`config.mk`:
```
export PLATFORM = sky130hd
export DESIGN_NAME = lane_gather_serializer_flat
export DESIGN_NICKNAME = d
export VERILOG_FILES = /design/src/rtl/lane_gather_serializer_pkg.sv /design/src/rtl/lane_gather_serializer_if.sv /design/src/rtl/lane_gather_serializer_lane_next_finder.sv /design/src/rtl/lane_gather_serializer.sv /design/src/flat_wrapper.sv
export SDC_FILE = /design/constraint.sdc
export NUM_CORES = 1
export LEC_CHECK = 0
export CAP_MARGIN = 10
export CORE_ASPECT_RATIO = 1.5
export CORE_MARGIN = 2
export CORE_UTILIZATION = 33
export CTS_CLUSTER_SIZE = 20
export DETAILED_ROUTE_END_ITERATION = 8
export HOLD_SLACK_MARGIN = 0.12
export SETUP_SLACK_MARGIN = 0.3
export SYNTH_ARGS = -nofsm -noshare
export SYNTH_HDL_FRONTEND = slang
export SYNTH_SLANG_ARGS = --single-unit
```
`constraint.sdc`:
```
create_clock -name clk -period 2 [get_ports clk]
set_input_delay 0.6 -clock clk [delete_from_list [all_inputs] [get_ports clk]]
set_output_delay 0.6 -clock clk [all_outputs]
set_load 0.005 [all_outputs]
```
`src/rtl/lane_gather_serializer_pkg.sv`:
```
// Shared definitions for the lane gather serializer: lane count, index
// type, mask type and the controller state encoding.
package lane_gather_serializer_pkg;

  // Number of vector lanes gathered per load; index codes 24..31 are unused.
  localparam int LANES = 24;

  // Width of the lane index; 5 bits cover lanes 0..23.
  localparam int IDX_W = 5;

  // Default element width in bits, used by the interface and the top.
  localparam int WIDTH_DEFAULT = 8;

  typedef logic [IDX_W-1:0] lane_idx_t;
  typedef logic [LANES-1:0] lane_mask_t;

  // Highest legal lane index; the final element of an unmasked vector.
  localparam lane_idx_t LAST_IDX = lane_idx_t'(LANES - 1);

  // IDLE: ready to capture a vector. SCAN: streaming the captured lanes.
  typedef enum logic {
    IDLE = 1'b0,
    SCAN = 1'b1
  } gather_state_t;

endpackage

```
`src/rtl/lane_gather_serializer_if.sv`:
```
// Load and output streams of the lane gather serializer.
// slave  : the serializer's own view (captures the load, drives the stream).
// master : the surrounding logic (presents vectors, consumes elements).
interface lane_gather_serializer_if #(
  parameter int WIDTH = lane_gather_serializer_pkg::WIDTH_DEFAULT
);
  import lane_gather_serializer_pkg::*;

  // Vector capture side.
  logic                   load_valid;
  logic                   load_ready;
  logic [LANES*WIDTH-1:0] lane_data;
  lane_mask_t             lane_mask;

  // Scalar element stream.
  logic                   out_valid;
  logic                   out_ready;
  logic [WIDTH-1:0]       out_data;
  lane_idx_t              out_idx;
  logic                   out_last;

  modport master (
    output load_valid,
    output lane_data,
    output lane_mask,
    output out_ready,
    input  load_ready,
    input  out_valid,
    input  out_data,
    input  out_idx,
    input  out_last
  );

  modport slave (
    input  load_valid,
    input  lane_data,
    input  lane_mask,
    input  out_ready,
    output load_ready,
    output out_valid,
    output out_data,
    output out_idx,
    output out_last
  );

endinterface

```
`src/rtl/lane_gather_serializer_lane_next_finder.sv`:
```
// Priority search over the lane mask: returns the lowest enabled lane whose
// index is >= 'from', and whether any such lane exists. With from = 0 it
// yields the first lane of a fresh vector; with from = idx+1 it yields the
// successor of the current lane (from may be 24, which finds nothing).
// Only present when LANE_SKIP_EN is defined; the unmasked build walks the
// lanes with a plain counter and needs no search.
`ifdef LANE_SKIP_EN
module lane_next_finder
  import lane_gather_serializer_pkg::*;
(
  input  lane_mask_t mask,
  input  lane_idx_t  from,
  output lane_idx_t  idx,
  output logic       found
);

  // Scan from the top down so the lowest qualifying lane is the last write.
  always_comb begin
    // NOTE: every output of a combinational block gets a default before any
    // conditional write, otherwise the tool infers a latch to hold it.
    idx   = '0;
    found = 1'b0;
    for (int i = LANES - 1; i >= 0; i--) begin
      if (mask[i] && (lane_idx_t'(i) >= from)) begin
        idx   = lane_idx_t'(i);
        found = 1'b1;
      end
    end
  end

endmodule
`endif

```
`src/rtl/lane_gather_serializer.sv`:
```
// Lane gather serializer: captures a 24-lane vector in one cycle and then
// emits the lanes one per cycle on a valid/ready stream, lowest lane first.
//
// Build option LANE_SKIP_EN:
//   defined   - lane_mask selects the lanes to emit; disabled lanes cost no
//               bubbles and an all-zero mask emits nothing.
//   undefined - lane_mask is ignored; every load emits lanes 0..23 in order.
module lane_gather_serializer
  import lane_gather_serializer_pkg::*;
#(
  parameter int WIDTH = WIDTH_DEFAULT
)
(
  input  logic                     clk,
  input  logic                     rst_n,
  lane_gather_serializer_if.slave  bus
);

  gather_state_t                 state_q;
  gather_state_t                 state_d;
  lane_idx_t                     idx_q;
  lane_idx_t                     idx_d;
  logic [LANES-1:0][WIDTH-1:0]   data_q;
  logic                          capture;

  // Lane selection helpers, supplied by the build-specific block below.
  lane_idx_t                     start_idx;  // first lane of the incoming vector
  logic                          start_go;   // incoming vector has lanes to emit
  lane_idx_t                     step_idx;   // lane that follows idx_q
  logic                          last;       // idx_q is the final lane to emit

`ifdef LANE_SKIP_EN
  lane_mask_t                    mask_q;
  lane_mask_t                    find_mask;
  lane_idx_t                     find_from;
  lane_idx_t                     find_idx;
  logic                          find_hit;

  // One search serves both roles: in IDLE it looks at the incoming mask from
  // lane 0, in SCAN it looks at the captured mask strictly above idx_q.
  assign find_mask = (state_q == IDLE) ? bus.lane_mask : mask_q;
  assign find_from = (state_q == IDLE) ? lane_idx_t'(0) : idx_q + lane_idx_t'(1);

  lane_next_finder u_next_finder (
    .mask  (find_mask),
    .from  (find_from),
    .idx   (find_idx),
    .found (find_hit)
  );

  assign start_idx = find_idx;
  assign start_go  = find_hit;
  assign step_idx  = find_idx;
  assign last      = ~find_hit;

  // Capture the lane mask alongside the data.
  always_ff @(posedge clk) begin
    if (!rst_n) begin
      mask_q <= '0;
    end else if (capture) begin
      mask_q <= bus.lane_mask;
    end
  end
`else
  // Every lane is emitted, so the index is a plain 0..23 counter.
  logic unused_lane_mask;

  assign unused_lane_mask = ^bus.lane_mask;
  assign start_idx        = '0;
  assign start_go         = 1'b1;
  assign step_idx         = idx_q + lane_idx_t'(1);
  assign last             = (idx_q == LAST_IDX);
`endif

  // State and lane index registers.
  always_ff @(posedge clk) begin
    // NOTE: registers are written with non-blocking assignments so every
    // flop samples the pre-edge values, independent of statement order.
    if (!rst_n) begin
      state_q <= IDLE;
      idx_q   <= '0;
    end else begin
      state_q <= state_d;
      idx_q   <= idx_d;
    end
  end

  // Next state and index: capture in IDLE, advance or finish in SCAN.
  always_comb begin
    state_d = state_q;
    idx_d   = idx_q;
    capture = 1'b0;
    case (state_q)
      IDLE: begin
        if (bus.load_valid) begin
          capture = 1'b1;
          idx_d   = start_idx;
          if (start_go) begin
            state_d = SCAN;
          end
        end
      end
      SCAN: begin
        // load_valid is deliberately ignored until the vector drains.
        if (bus.out_ready) begin
          if (last) begin
            state_d = IDLE;
            idx_d   = '0;
          end else begin
            idx_d = step_idx;
          end
        end
      end
      default: begin
        state_d = IDLE;
        idx_d   = '0;
      end
    endcase
  end

  // Vector capture register.
  always_ff @(posedge clk) begin
    // NOTE: the lane storage is reset as well, so a reset leaves no stale
    // vector behind; it is a plain register bank, not a RAM macro.
    if (!rst_n) begin
      data_q <= '0;
    end else if (capture) begin
      data_q <= bus.lane_data;
    end
  end

  // Stream outputs: 24:1 select of the current lane, forced to 0 when idle.
  assign bus.load_ready = (state_q == IDLE);
  assign bus.out_valid  = (state_q == SCAN);
  assign bus.out_data   = (state_q == SCAN) ? data_q[idx_q] : '0;
  assign bus.out_idx    = idx_q;
  assign bus.out_last   = (state_q == SCAN) && last;

endmodule

```
`src/flat_wrapper.sv`:
```
// flat-port wrapper written by rule: the top's interface ports become plain ports
module lane_gather_serializer_flat import lane_gather_serializer_pkg::*;
#(
  parameter int WIDTH = WIDTH_DEFAULT
)
  (clk, rst_n, bus_load_valid, bus_lane_data, bus_lane_mask, bus_out_ready, bus_load_ready, bus_out_valid, bus_out_data, bus_out_idx, bus_out_last);
  lane_gather_serializer_if #(.WIDTH(WIDTH)) bus_i ();
  input  logic clk;
  input  logic rst_n;
  input wire logic [$bits(bus_i.load_valid)-1:0] bus_load_valid;
  input wire logic [$bits(bus_i.lane_data)-1:0] bus_lane_data;
  input wire logic [$bits(bus_i.lane_mask)-1:0] bus_lane_mask;
  input wire logic [$bits(bus_i.out_ready)-1:0] bus_out_ready;
  output wire logic [$bits(bus_i.load_ready)-1:0] bus_load_ready;
  output wire logic [$bits(bus_i.out_valid)-1:0] bus_out_valid;
  output wire logic [$bits(bus_i.out_data)-1:0] bus_out_data;
  output wire logic [$bits(bus_i.out_idx)-1:0] bus_out_idx;
  output wire logic [$bits(bus_i.out_last)-1:0] bus_out_last;
  assign bus_i.load_valid = bus_load_valid;
  assign bus_i.lane_data = bus_lane_data;
  assign bus_i.lane_mask = bus_lane_mask;
  assign bus_i.out_ready = bus_out_ready;
  assign bus_load_ready = bus_i.load_ready;
  assign bus_out_valid = bus_i.out_valid;
  assign bus_out_data = bus_i.out_data;
  assign bus_out_idx = bus_i.out_idx;
  assign bus_out_last = bus_i.out_last;
  lane_gather_serializer #(.WIDTH(WIDTH)) u_core (.clk(clk), .rst_n(rst_n), .bus(bus_i));
endmodule
```
# [Word-level counts from Yosys, hierarchy flattened]
# Index checks and enable logic that the tools add are counted.
[word_totals] wordCells=46 out_inout_bits=16 n_memories=0 latch_bits=0 register_bits=198 rom_bits=0 mem_bits_rw=0 in_bits=220
[classes] n_shift=0 n_mul=0 eq_ne=3 div_mod_pow=0 reduce_logical=2 n_mux=12 add_sub_neg=1 bitwise_logic=1 n_lt_le_gt_ge=1
[ops] operator="8-bit binary-select mux with 5-bit select" n=1
[ops] operator="8-bit two-way mux" n=2
[ops] operator="5-bit two-way mux" n=3
[ops] operator="5-bit case mux with 2 select lines" n=1
[ops] operator="5-bit by 6-bit less-than comparator with 1-bit output, second input constant" n=1
[ops] operator="5-bit by 1-bit adder with 5-bit output, second input constant" n=1
[ops] operator="5-bit equality test, second input constant" n=1
[ops] operator="1-bit two-way mux" n=4
[ops] operator="2-bit != test, second input constant" n=2
[ops] operator="1-bit case mux with 2 select lines" n=1
[ops] operator="2-bit AND reduction" n=1
[ops] operator="1-bit logical AND" n=1
[ops] operator="1-bit inverter" n=1

# [Logic depth before layout (Yosys ltp)]
[depth] depth_word=4 mapped_depth=7 mapped_depth_nobuf=5

# [Worst setup path after synthesis]
# No wires, ideal clock.
[synth_path] path_type="flip-flop to output port" startpoint="register u_core.idx_q[0] (netlist: u_core.bus.out_idx[0])" endpoint="output bus_out_data[0]" arrival_ns=1.399 path_slack_ns=0.001 path_stages_with_launch=5 required_time_ns=1.400 cell_sequence="dfxtp_1 buf_6 mux4_2 a22oi_1 nand3_1"
[synth_between] elab_chain_cells=3
[synth_lines] item="from (decl)" line_no="lane_gather_serializer.sv:21" rtl="lane_idx_t idx_q;"
[synth_lines] item="from (signal assigned)" line_no="lane_gather_serializer.sv:84" rtl="idx_q <= idx_d;"
[synth_lines] item="8-bit binary-select mux with 5-bit select" line_no="lane_gather_serializer.sv:135" rtl="assign bus.out_data = (state_q == SCAN) ? data_q[idx_q] : '0;"
[synth_lines] item="8-bit two-way mux (implied by the code)" line_no="lane_gather_serializer.sv:135"
[synth_lines] item="8-bit two-way mux" line_no="lane_gather_serializer.sv:135"
[synth_lines] item="to (decl)" line_no="flat_wrapper.sv:16" rtl="output wire logic [$bits(bus_i.out_data)-1:0] bus_out_data;"
# Every way passes these cells. The select of a mux whose other input is x is not followed.

# [Worst setup path in the final report]
[layout_path] startpoint="register u_core.idx_q[0] (netlist: u_core.bus.out_idx[0])" endpoint="output bus_out_data[1]"
# Same word-level chain as after synthesis.

==> impl_summary.log <==
INFO  metric run_status = complete, but fails checks
INFO  metric violations = design-rule violations, negative setup slack
INFO  metric timing.critical_path.required = 1.40 ns
INFO  metric max_slew.worst_pin.slew = 0.416 ns
INFO  metric synthesis.instances = 1,059
INFO  metric grt_first_pass_wirelength = 44.9 mm
INFO  metric finalSetupViolCount = 9
INFO  metric grt_pass1_vias = 8,169
INFO  metric finalHoldViolations = 0
INFO  metric totalWireLength = 30.6 mm
INFO  metric final_min_period_over_clock_period = 137%
INFO  metric clk_pin_slew = 0.07 ns
INFO  metric placement_rows = 74
INFO  metric minimum_clock_period = 2.74 ns
INFO  metric grt.overflow.total = 0
INFO  metric layout-drive-gt1-share = 25.7%
INFO  metric synth_top_area_share = 43.3%
INFO  metric remaining_drc_errors = 10
INFO  metric syn_nets = 1,280
INFO  metric synth_area_leader_cell = sky130_fd_sc_hd__dfxtp_1
INFO  metric finalClockSkew = 0.00808 ns
INFO  metric drv_slew = 0
INFO  metric largest_net_degree_at_the_start_of_global_routing = 106
INFO  metric die_h = 208 um
INFO  metric worst-path-max-fanout = 7
INFO  metric dpl-instance-area = 12,000 um2
INFO  metric grt_total_usage = 20.1%
INFO  metric post_synthesis_sequential_area_ratio = 43.3%
INFO  metric design.core.area = 27,300 um2
INFO  metric clock-sinks = 198
INFO  metric worstSetupEndpointType = output pin
INFO  metric max-slew-margin-rel = 72.2%
INFO  metric avgSynthCellArea = 8.65 um2
INFO  metric ys_warn_count = 0
INFO  metric synth-seq-cells = 198
INFO  metric cts-root-buf = sky130_fd_sc_hd__clkbuf_16
INFO  metric fin_area = 14,000 um2
INFO  metric cp_slowest_cell = sky130_fd_sc_hd__mux4_2
INFO  metric vias = 8,271
INFO  metric timing.critical_path.max_delay_family = multiplexers
INFO  metric floorplan.die_area = 29,100 um2
INFO  metric wl_per_cell = 18.4 um
INFO  metric post_drt_via_cell_ratio = 4.97
INFO  metric floorplan.die.width = 140 um
INFO  metric number_of_synthesized_flops_with_an_enable_pin = 0
INFO  metric post-synth-top-count-cell = sky130_fd_sc_hd__nand2_1
INFO  metric place.detailed.hpwl = 22.1 mm
INFO  metric criticalPathCategory = reg2out
INFO  metric diodes = 0
INFO  metric hold_slack = 0.450 ns
INFO  metric insertion_delay = 0.44 ns
INFO  metric floorplan.io_pins = 236
INFO  metric ffs_w_async_s_r_synth = 0%
INFO  metric htreeDepth = 4
INFO  metric synthTopCellsByArea = sky130_fd_sc_hd__dfxtp_1 43%, sky130_fd_sc_hd__nand2_1 16%, sky130_fd_sc_hd__a21boi_0 14%
INFO  metric fin_total_pwr = 0.00939 W
INFO  metric ant_nets = 0
INFO  metric cts_buffer_depth = 2
INFO  metric tritoncts = yes
INFO  metric pwr_density_cell = 671 nW/um2
INFO  metric worstPathCellList = buf_6, buf_12, mux4_2, a22oi_2, nand3_2, buf_2
INFO  metric areaGrowthSynthToFinish = 52.9%
INFO  metric startpoint_class = register
INFO  metric cell_variety_after_synth = 41
INFO  metric initial_core_util = 33.5%
INFO  metric firstDrtPassIters = 7
INFO  metric fmax = 366 MHz
INFO  metric grt_antenna_before_repair = 0
INFO  metric p_leak = 5.37 nW
INFO  metric critPathMaxStageDelay = 0.55 ns
INFO  metric grt_setup_unrepaired = yes
INFO  metric finalNetCount = 1,531
INFO  metric numCtsBuffers = 17
INFO  metric synth_commonest_cells = 398 x sky130_fd_sc_hd__nand2_1, 198 x sky130_fd_sc_hd__dfxtp_1, 176 x sky130_fd_sc_hd__a21boi_0, 48 x sky130_fd_sc_hd__mux2i_1, 33 x sky130_fd_sc_hd__buf_2
INFO  metric drv_cap = 0
INFO  metric worstPathBufferInverterCount = 3
INFO  metric port-buffer-count = 211
INFO  metric cp_data_arrival_time = 2.14 ns
INFO  metric ys_dominant_reg_cell = sky130_fd_sc_hd__dfxtp_1
INFO  metric initialDrtViolationCount = 580
INFO  metric postLayoutSetupSlackWorst = -0.735 ns
INFO  metric gp_congestion = 0.841
INFO  metric power.ir.vdd_worst = 0.000539 V
INFO  metric netlist_area = 9160 um2
INFO  metric timing.hold.worst.class = reg2reg
INFO  metric filler_cell_count = 2,496
state kept, by name, summed over array words and instances (netlist names):
| register | flops |
|---|---|
| u_core.data_q | 192 |
| u_core.bus.out_valid | 1 |
| u_core.bus.out_idx | 5 |
what timing repair did:
| action | CTS | global route |
|---|---|---|
| pin swaps | 15 | 146 |
| endpoints found under the hold margin | 0 | 0 |
| gates cloned | 2 | 5 |
| buffers inserted | 18 | 9 |
| endpoints found under the setup margin | 20 | 25 |
| resized for setup | 142 | 312 |
| hold buffers | 0 | 0 |
logic make-up (layout without fill, tap and decap cells):
logic type	after synthesis	count (layout)	share of synthesized area, %
muxes	72	72	10.6
AOI/OAI and AO/OA	258	258	20.7
adders and majority gates	1	1	0.137
DFF	198	198	43.3
buffers and inverters	89	353	5.62
and+or+nand+nor	441	441	19.6
metrics by stage:
step	TNS, ns	cells	setup slack (ns)	util, %
6_report	-5.80	1665	-0.735	51.3
5_1_grt	-6.27	1665	-0.779	51.3
4_1_cts	-6.03	1651	-0.734	47.7
3_5_place_dp	-6.98	1599	-0.622	44.0
3_3_place_gp	-7.09	1599	-0.648	44.0
2_1_floorplan	0	1059	0.112	-
layer usage:
layer,vias up,GRT usage (%),routed length (um)
met4,0,8.32,1140
met2,226,35.7,15800
li1,4104,-,-
met1,3881,24.0,12500
met5,-,0,0
met3,60,3.25,1210
final timing paths:
| kind | start | end | slack, ns | cells after the start |
|---|---|---|---|---|
| setup / recovery | u_core.bus.out_idx[0]$_SDFFE_PN0P_ | bus_out_data[1] | -0.74 | 6 |
| hold / removal | u_core.data_q[103]$_SDFFE_PN0P_ | u_core.data_q[103]$_SDFFE_PN0P_ | 0.45 | 2 |
| setup reg to reg | u_core.bus.out_valid$_SDFF_PN0_ | u_core.data_q[118]$_SDFFE_PN0P_ | 0.20 | 10 |
| hold reg to reg | u_core.data_q[103]$_SDFFE_PN0P_ | u_core.data_q[103]$_SDFFE_PN0P_ | 0.45 | 2 |
where the power goes:
| part | internal [W] | total, W | switching, W |
|---|---|---|---|
| Clock | 0.00178 | 0.00344 | 0.00166 |
| Sequential | 0.00416 | 0.00431 | 0.000145 |
| Combinational | 0.000911 | 0.00164 | 0.000733 |
| Total | 0.00685 | 0.00939 | 0.00254 |
cells in the final DEF, fill, tap and decap left out, types with 4 or more instances in the layout:
| cell type | netlist | routed |
|---|---|---|
| sky130_fd_sc_hd__nand2_1 | 398 | 316 |
| sky130_fd_sc_hd__clkdlybuf4s50_1 | 0 | 194 |
| sky130_fd_sc_hd__dfxtp_1 | 198 | 192 |
| sky130_fd_sc_hd__a21boi_1 | 19 | 104 |
| sky130_fd_sc_hd__a21boi_0 | 176 | 61 |
| sky130_fd_sc_hd__nand2_4 | 0 | 51 |
| sky130_fd_sc_hd__buf_4 | 22 | 49 |
| sky130_fd_sc_hd__mux2i_1 | 48 | 35 |
| sky130_fd_sc_hd__nand2_2 | 0 | 30 |
| sky130_fd_sc_hd__a21boi_2 | 0 | 30 |
| sky130_fd_sc_hd__buf_6 | 6 | 28 |
| sky130_fd_sc_hd__buf_12 | 0 | 24 |
| sky130_fd_sc_hd__clkbuf_16 | 0 | 22 |
| sky130_fd_sc_hd__mux4_2 | 13 | 18 |
| sky130_fd_sc_hd__nor3b_1 | 18 | 17 |
| sky130_fd_sc_hd__a211oi_1 | 16 | 16 |
| sky130_fd_sc_hd__buf_2 | 33 | 9 |
| sky130_fd_sc_hd__a21oi_1 | 9 | 8 |
| sky130_fd_sc_hd__mux2i_2 | 0 | 8 |
| sky130_fd_sc_hd__inv_6 | 0 | 8 |
| sky130_fd_sc_hd__a22oi_1 | 13 | 7 |
| sky130_fd_sc_hd__buf_16 | 0 | 7 |
| sky130_fd_sc_hd__o211ai_1 | 6 | 6 |
| sky130_fd_sc_hd__a22oi_2 | 0 | 6 |
| sky130_fd_sc_hd__o21ai_1 | 1 | 6 |
| sky130_fd_sc_hd__nand3_2 | 0 | 6 |
| sky130_fd_sc_hd__mux2i_4 | 0 | 5 |
| sky130_fd_sc_hd__mux2_2 | 6 | 5 |
| sky130_fd_sc_hd__nor2b_1 | 5 | 4 |
| sky130_fd_sc_hd__o2111ai_1 | 6 | 4 |
worst reg2reg max path: stages, from the launching register on:
cell and delay, ns:
sky130_fd_sc_hd__dfxtp_2 0.34, sky130_fd_sc_hd__buf_6 0.11, sky130_fd_sc_hd__buf_6 0.10, sky130_fd_sc_hd__buf_6 0.10
sky130_fd_sc_hd__buf_6 0.12, sky130_fd_sc_hd__nor2b_4 0.19, sky130_fd_sc_hd__buf_12 0.14, sky130_fd_sc_hd__clkbuf_16 0.17
sky130_fd_sc_hd__clkbuf_16 0.26, sky130_fd_sc_hd__nand2_2 0.07, sky130_fd_sc_hd__a21boi_1 0.13
layout make-up:
cell class                      count  area (um2)  share of cell area [%]
Clock buffer                       18         429                    3.07
Clock inverter                     14         151                    1.08
Inverter                            2        10.0                  0.0715
Multi-Input combinational cell    772        5470                    39.1
Sequential cell                   198        3980                    28.4
Tap cell                          342         428                    3.06
Timing Repair Buffer              319        3530                    25.2
Note: power is estimated with default switching activity, not from simulation.
==> RTL change 1: new RTL, same settings <==
Build with the macro `LANE_SKIP_EN` defined.
--- a/src/rtl/lane_gather_serializer_lane_next_finder.sv
+++ b/src/rtl/lane_gather_serializer_lane_next_finder.sv
@@ -4,6 +4,8 @@
 // successor of the current lane (from may be 24, which finds nothing).
 // Only present when LANE_SKIP_EN is defined; the unmasked build walks the
 // lanes with a plain counter and needs no search.
+`define LANE_SKIP_EN
+
 `ifdef LANE_SKIP_EN
 module lane_next_finder
   import lane_gather_serializer_pkg::*;
Check against the original RTL: not equivalent (Yosys sat finds a counterexample within 4 cycles, from zero or initial values and one cycle with rst_n low).
==> RTL change 1 against the unedited design <==
The run ends with setup timing left. Synthesized area is 18% higher. Routed wire length is 53% higher. Utilization is 6.6 points higher. Largest cell class unchanged. Worst setup slack worse by 0.75 ns. Design area is 34% higher. Worst hold slack hardly changed. Cell count is 28% higher. Sequential share of layout area is 4.6 points lower. Critical path depth is 6 higher. Sequential cell count is 24 higher.
Power is not compared: it rests on default switching activity, and its combinational part moved more than twofold at a synthesized area within 25%.
==> RTL change 1: results (changes against the unedited design) <==
| Metric | Value |
|---|---|
| R2R setup slack | -0.88 ns (-1.08 ns) |
| Number of global-route vias before repair | 11.8k (+44%) |
| Setup violations, final | 18 (+9) |
| Clk_lat worst skew | 0.53 ns (+0.09 ns) |
| NetSw | 3.46 mW |
| Worst hold-check path type | register to register |
| Cell variety after synth | 63 (+54%) |
| Status | finished, violations left |
| Num CTS Buffers | 23 (+6) |
| Failing checks | setup timing |
| Worst-Margin Slew | 0.535 ns (+0.119 ns) |
| Largest net degree at the start of global routing | 107 (+0.94%) |
| Post-synthesis net count | 1,474 (+15%) |
| Gr usage total | 27.2% (+7.1 points) |
| Post-DP HPWL | 27.7 mm (+26%) |
| Clk root buf | clkbuf_16 |
| First-pass GRT wire length | 69.5 mm (+55%) |
| H-tree depth | 1 (-3) |
| Starting DRT DRC Count | 570 (-1.7%) |
| Register area share after synthesis | 41.1% (-2.2 points) |
| Final Skew | 0.0237 ns (+0.0156 ns) |
| Synth cell count leaders | nand2_1, dfxtp_1, a21boi_0 |
| First drt pass iteration count | 5 (-2) |
| Worst-path fanout max | 5 (-2) |
| Fillers | 2,768 (+11%) |
| WHS | 0.450 ns (+0.000207 ns) |
| Initial antenna violation count | 4 (+4) |
| Clock Tree Buf Depth | 3 (+1) |
| Via density | 5.20 (+4.7%) |
| Worst Reg-to-Reg Cells | 13 (+3) |
| Final Worst Setup Slack | -1.48 ns (-0.749 ns) |
| Setup_tns | -17.38 ns (-11.58 ns) |
| Synth top area cells | dfxtp_1, nand2_1, a21boi_0 |
| Worst r2r dst | u_core.bus.out_idx[0]$_SDFFE_PN0P_ |
| FF-to-FF Start | u_core.bus.out_idx[0]$_SDFFE_PN0P_ |
| Fin nets | 1,914 (+25%) |
| DR WL/cell | 21.9 um (+19%) |
| GP Congestion | 0.915 (+8.8%) |
| Min-delay src | u_core.data_q[136]$_SDFFE_PN0P_ |
| Share of cells above drive strength 1 | 32.6% (+6.9 points) |
| IO Port Bufs | 235 (+11%) |
| Worst Hold Endpoint | u_core.data_q[136]$_SDFFE_PN0P_ |
[RTL change 1: how the worst max path moves through the flow]
stage,endpoint,slack [ns]
6_report,bus_out_last,-1.48
5_1_grt,bus_out_last,-1.59
3_5_place_dp,bus_out_last,-1.48
2_1_floorplan,bus_out_last,-0.60
3_3_place_gp,bus_out_last,-1.45
4_1_cts,bus_out_last,-1.51
[RTL change 1: power groups by stage]
| stage | logic, mW | clock network [mW] | registers, mW |
|---|---|---|---|
| after floorplan | 1.07 | 0 | 4.86 |
| after global placement | 2.14 | 0 | 4.89 |
| after detailed placement | 2.15 | 0 | 4.90 |
| after CTS | 3.21 | 4.62 | 4.80 |
| after global routing | 3.57 | 4.81 | 4.83 |
| final | 3.39 | 4.55 | 4.81 |
[RTL change 1: cells by family after synthesis]
logic type      share of synthesized area, %
buf+inv                                 4.10
fa+ha+maj                              0.116
compound gates                          20.6
xor+xnor                               0.324
simple gates                            20.3
mux                                     13.4
flops                                   41.1
[RTL change 1: area by class of cell]
type                            instances  area [sq um]  share of cell area [%]
Timing Repair Buffer                  516          6270                    33.4
Inverter                                6          30.0                   0.160
Tap cell                              415           519                    2.77
Sequential cell                       222          4470                    23.8
Antenna cell                            4          10.0                  0.0533
Clock buffer                           30           642                    3.42
Multi-Input combinational cell        924          6680                    35.6
Clock inverter                         12           150                   0.800
[RTL change 1: metrics by stage]
stage	cells	power, mW	util, %	setup slack [ns]	area (sq um)
4_1_cts	2100	12.6	56.3	-1.51	18300
5_1_grt	2129	13.2	57.9	-1.59	18800
2_1_floorplan	1253	5.93	-	-0.600	11000
6_report	2129	12.7	57.9	-1.48	18800
3_3_place_gp	1922	7.03	44.6	-1.45	14500
3_5_place_dp	1922	7.05	44.6	-1.48	14500
[RTL change 1: critical path, cell delays in order (launching register included)]
cell      delay (ns)
dfxtp_4         0.37
buf_6           0.12
ha_4            0.17
buf_6           0.12
xor2_4          0.25
buf_6           0.18
a31oi_4         0.10
o211ai_1        0.27
nand2_2         0.11
nor4_4          0.31
nand2_2         0.11
nor2_2          0.12
buf_2           0.12
[RTL change 1: routing by layer]
layer  part of all wire [%]  wire (um)  GRT usage, %  vias to the layer above
li1                       -          -             -                     5209
met1                     38      17700          31.1                     5385
met2                     52      24200          48.7                      355
met3                    4.2       1980          2.93                      123
met4                    6.2       2880          15.3                        0
met5                      0          0             0                        -
[RTL change 1: repair_timing]
item | 4_1_cts | 5_1_grt
cloned | 47 | 2
pin swaps | 128 | 41
endpoints found under the setup margin | 226 | 238
gates resized for setup | 441 | 78
buffers inserted | 89 | 23
==> RTL change 2: new RTL, same settings <==
Made on the original files. Compare `idx_q` against `LAST_IDX` with >= in place of ==.
--- a/src/rtl/lane_gather_serializer.sv
+++ b/src/rtl/lane_gather_serializer.sv
@@ -69,7 +69,7 @@
   assign start_idx        = '0;
   assign start_go         = 1'b1;
   assign step_idx         = idx_q + lane_idx_t'(1);
-  assign last             = (idx_q == LAST_IDX);
+  assign last             = (idx_q >= LAST_IDX);
 `endif
 
   // State and lane index registers.
Formal check against the unedited RTL: same outputs for any inputs over 4 cycles, from zero or initial values and one cycle with rst_n low; that may be too few to reach the edited logic, so the function may still have changed.
==> RTL change 2 against the unedited design <==
The flow finishes with violations (setup timing). Combinational power increased by 21%. Count of clock-buffer cells in the layout unchanged. Total power increased by 2.9%. Synthesized area decreased by 0.34%. Worst hold slack improved by 0.0016 ns. Routed wire length increased by 9.9%. Sequential power about the same. Sequential share of layout area decreased by 2.3 points. Worst setup slack improved by 0.023 ns. Critical endpoint is now bus_out_data[2]. Design area increased by 9.0%. Sequential cell count unchanged. First-iteration DRC count decreased by 4.3%.
==> RTL change 2: results (changes against the unedited design) <==
| Metric | Value |
|---|---|
| Met3 WL | 1.70 mm (+40%) |
| Final Worst Setup Slack | -0.713 ns (+0.0226 ns) |
| Setup violations, final | 14 (+5) |
| Status | finished, violations left |
| Critical Path AT | 2.11 ns (-0.03 ns) |
| Placed Cells | 1,602 (+0.19%) |
| GP Congestion | 0.885 (+5.2%) |
| Vias | 8,878 (+7.3%) |
| Gr usage total | 19.6% (-0.48 points) |
| Num CTS Buffers | 17 (unchanged) |
| Leak | 5.99 nW (+11%) |
| Number of global-route vias before repair | 8,249 (+0.98%) |
| Met2 routed WL | 17.7 mm (+12%) |
| Synth cell count leaders | nand2_1, dfxtp_1, a21boi_0 |
| Final Skew | 0.0103 ns (+0.00220 ns) |
| Worst-path fanout max | 5 (-2) |
| First drt pass iteration count | 5 (-2) |
| Register area share after synthesis | 43.4% (+0.15 points) |
| Largest net degree at the start of global routing | 89 (-16%) |
| Share of cells above drive strength 1 | 34.4% (+8.7 points) |
| Peak VDD IR | 0.000558 V (+3.4%) |
| Filler-free cell count of the finished design | 1,720 (+3.3%) |
| Post-synthesis net count | 1,284 (+0.31%) |
| Synth top area cells | dfxtp_1, nand2_1, a21boi_0 |
| Post-DP HPWL | 21.3 mm (-3.7%) |
| First-pass GRT wire length | 44.3 mm (-1.2%) |
| Worst-Margin Slew | 0.410 ns (-0.00602 ns) |
| Routed length on met1 | 13.3 mm (+6.7%) |
| Failing checks | setup timing |
| Post-Synthesis Cells | 1,063 (+0.38%) |
| Starting DRT DRC Count | 555 (-4.3%) |
| Initial antenna violation count | 1 (+1) |
| DR WL/cell | 19.6 um (+6.4%) |
[RTL change 2: cell types whose count changed after synthesis, moves of 4 or more]
cell      unedited run  this run
a21boi_0           176       195
a21boi_1            19         1
buf_2               33        52
buf_4               22         3
clkbuf_1            23        27
mux4_1               5         0
mux4_2              13        19
nand3_1              6        10
nor3b_1             18        14
[RTL change 2: critical path, stage by stage, from the launching register on]
cell	delay (ns)
dfxtp_4	0.40
buf_12	0.13
mux4_2	0.51
o211ai_1	0.29
o211ai_1	0.18
buf_2	0.16
[RTL change 2: cell type report]
class                           instances  area, sq um
Inverter                                2         10.0
Clock buffer                           18          429
Fill cell                            2356        12000
Antenna cell                            1         2.50
Clock inverter                         14          131
Timing Repair Buffer                  371         4390
Multi-Input combinational cell        774         5880
Tap cell                              342          428
Sequential cell                       198         3980
[RTL change 2: logic make-up after synthesis]
| kind of cell | after synthesis | share of synthesized area [%] |
|---|---|---|
| AOI/OAI and AO/OA | 260 | 21.2 |
| xor gates and xnor gates | 1 | 0.0960 |
| adders and majority gates | 1 | 0.137 |
| buffers and inverters | 91 | 5.16 |
| DFF | 198 | 43.4 |
| muxes | 73 | 10.7 |
| and+or+nand+nor | 439 | 19.3 |
[RTL change 2: path summary, 6_finish.rpt]
path,cells past startpoint,to,from,slack [ns]
worst max register to register,16,u_core.bus.out_idx[2]$_SDFFE_PN0P_,u_core.bus.out_idx[0]$_SDFFE_PN0P_,-0.55
worst min-delay path,2,u_core.data_q[130]$_SDFFE_PN0P_,u_core.data_q[130]$_SDFFE_PN0P_,0.45
worst max-delay path,5,bus_out_data[2],u_core.bus.out_idx[1]$_SDFFE_PN0P_,-0.71
worst min register to register,2,u_core.data_q[130]$_SDFFE_PN0P_,u_core.data_q[130]$_SDFFE_PN0P_,0.45
[RTL change 2: stage by stage]
step | power, mW | instance area (sq um) | TNS, ns
floorplan | 4.93 | 9140 | 0
global placement | 5.67 | 12000 | -5.46
detailed placement | 5.68 | 12000 | -5.71
CTS | 9.03 | 13100 | -7.20
global route | 9.96 | 15300 | -8.40
finish | 9.66 | 15300 | -7.55
[RTL change 2: repair_timing]
action / CTS / global route
pin swaps: 29 / 147
buffers inserted: 27 / 22
resized for setup: 151 / 456
gates cloned: 2 / 34
setup endpoints to repair: 19 / 177
[RTL change 2: power breakdown]
| group | internal, mW | leakage, nW | total, mW | switching, mW |
|---|---|---|---|---|
| clock network | 1.65 | 0.274 | 3.35 | 1.69 |
| registers | 4.16 | 1.63 | 4.32 | 0.166 |
| logic | 1.13 | 4.08 | 1.99 | 0.853 |
| total | 6.94 | 5.99 | 9.66 | 2.71 |
[RTL change 2: per-layer routing]
metal	vias to the layer above	track usage (%)
met2	323	35.6
li1	4221	-
met5	-	0
met1	4277	23.5
met3	57	2.93
met4	0	6.31
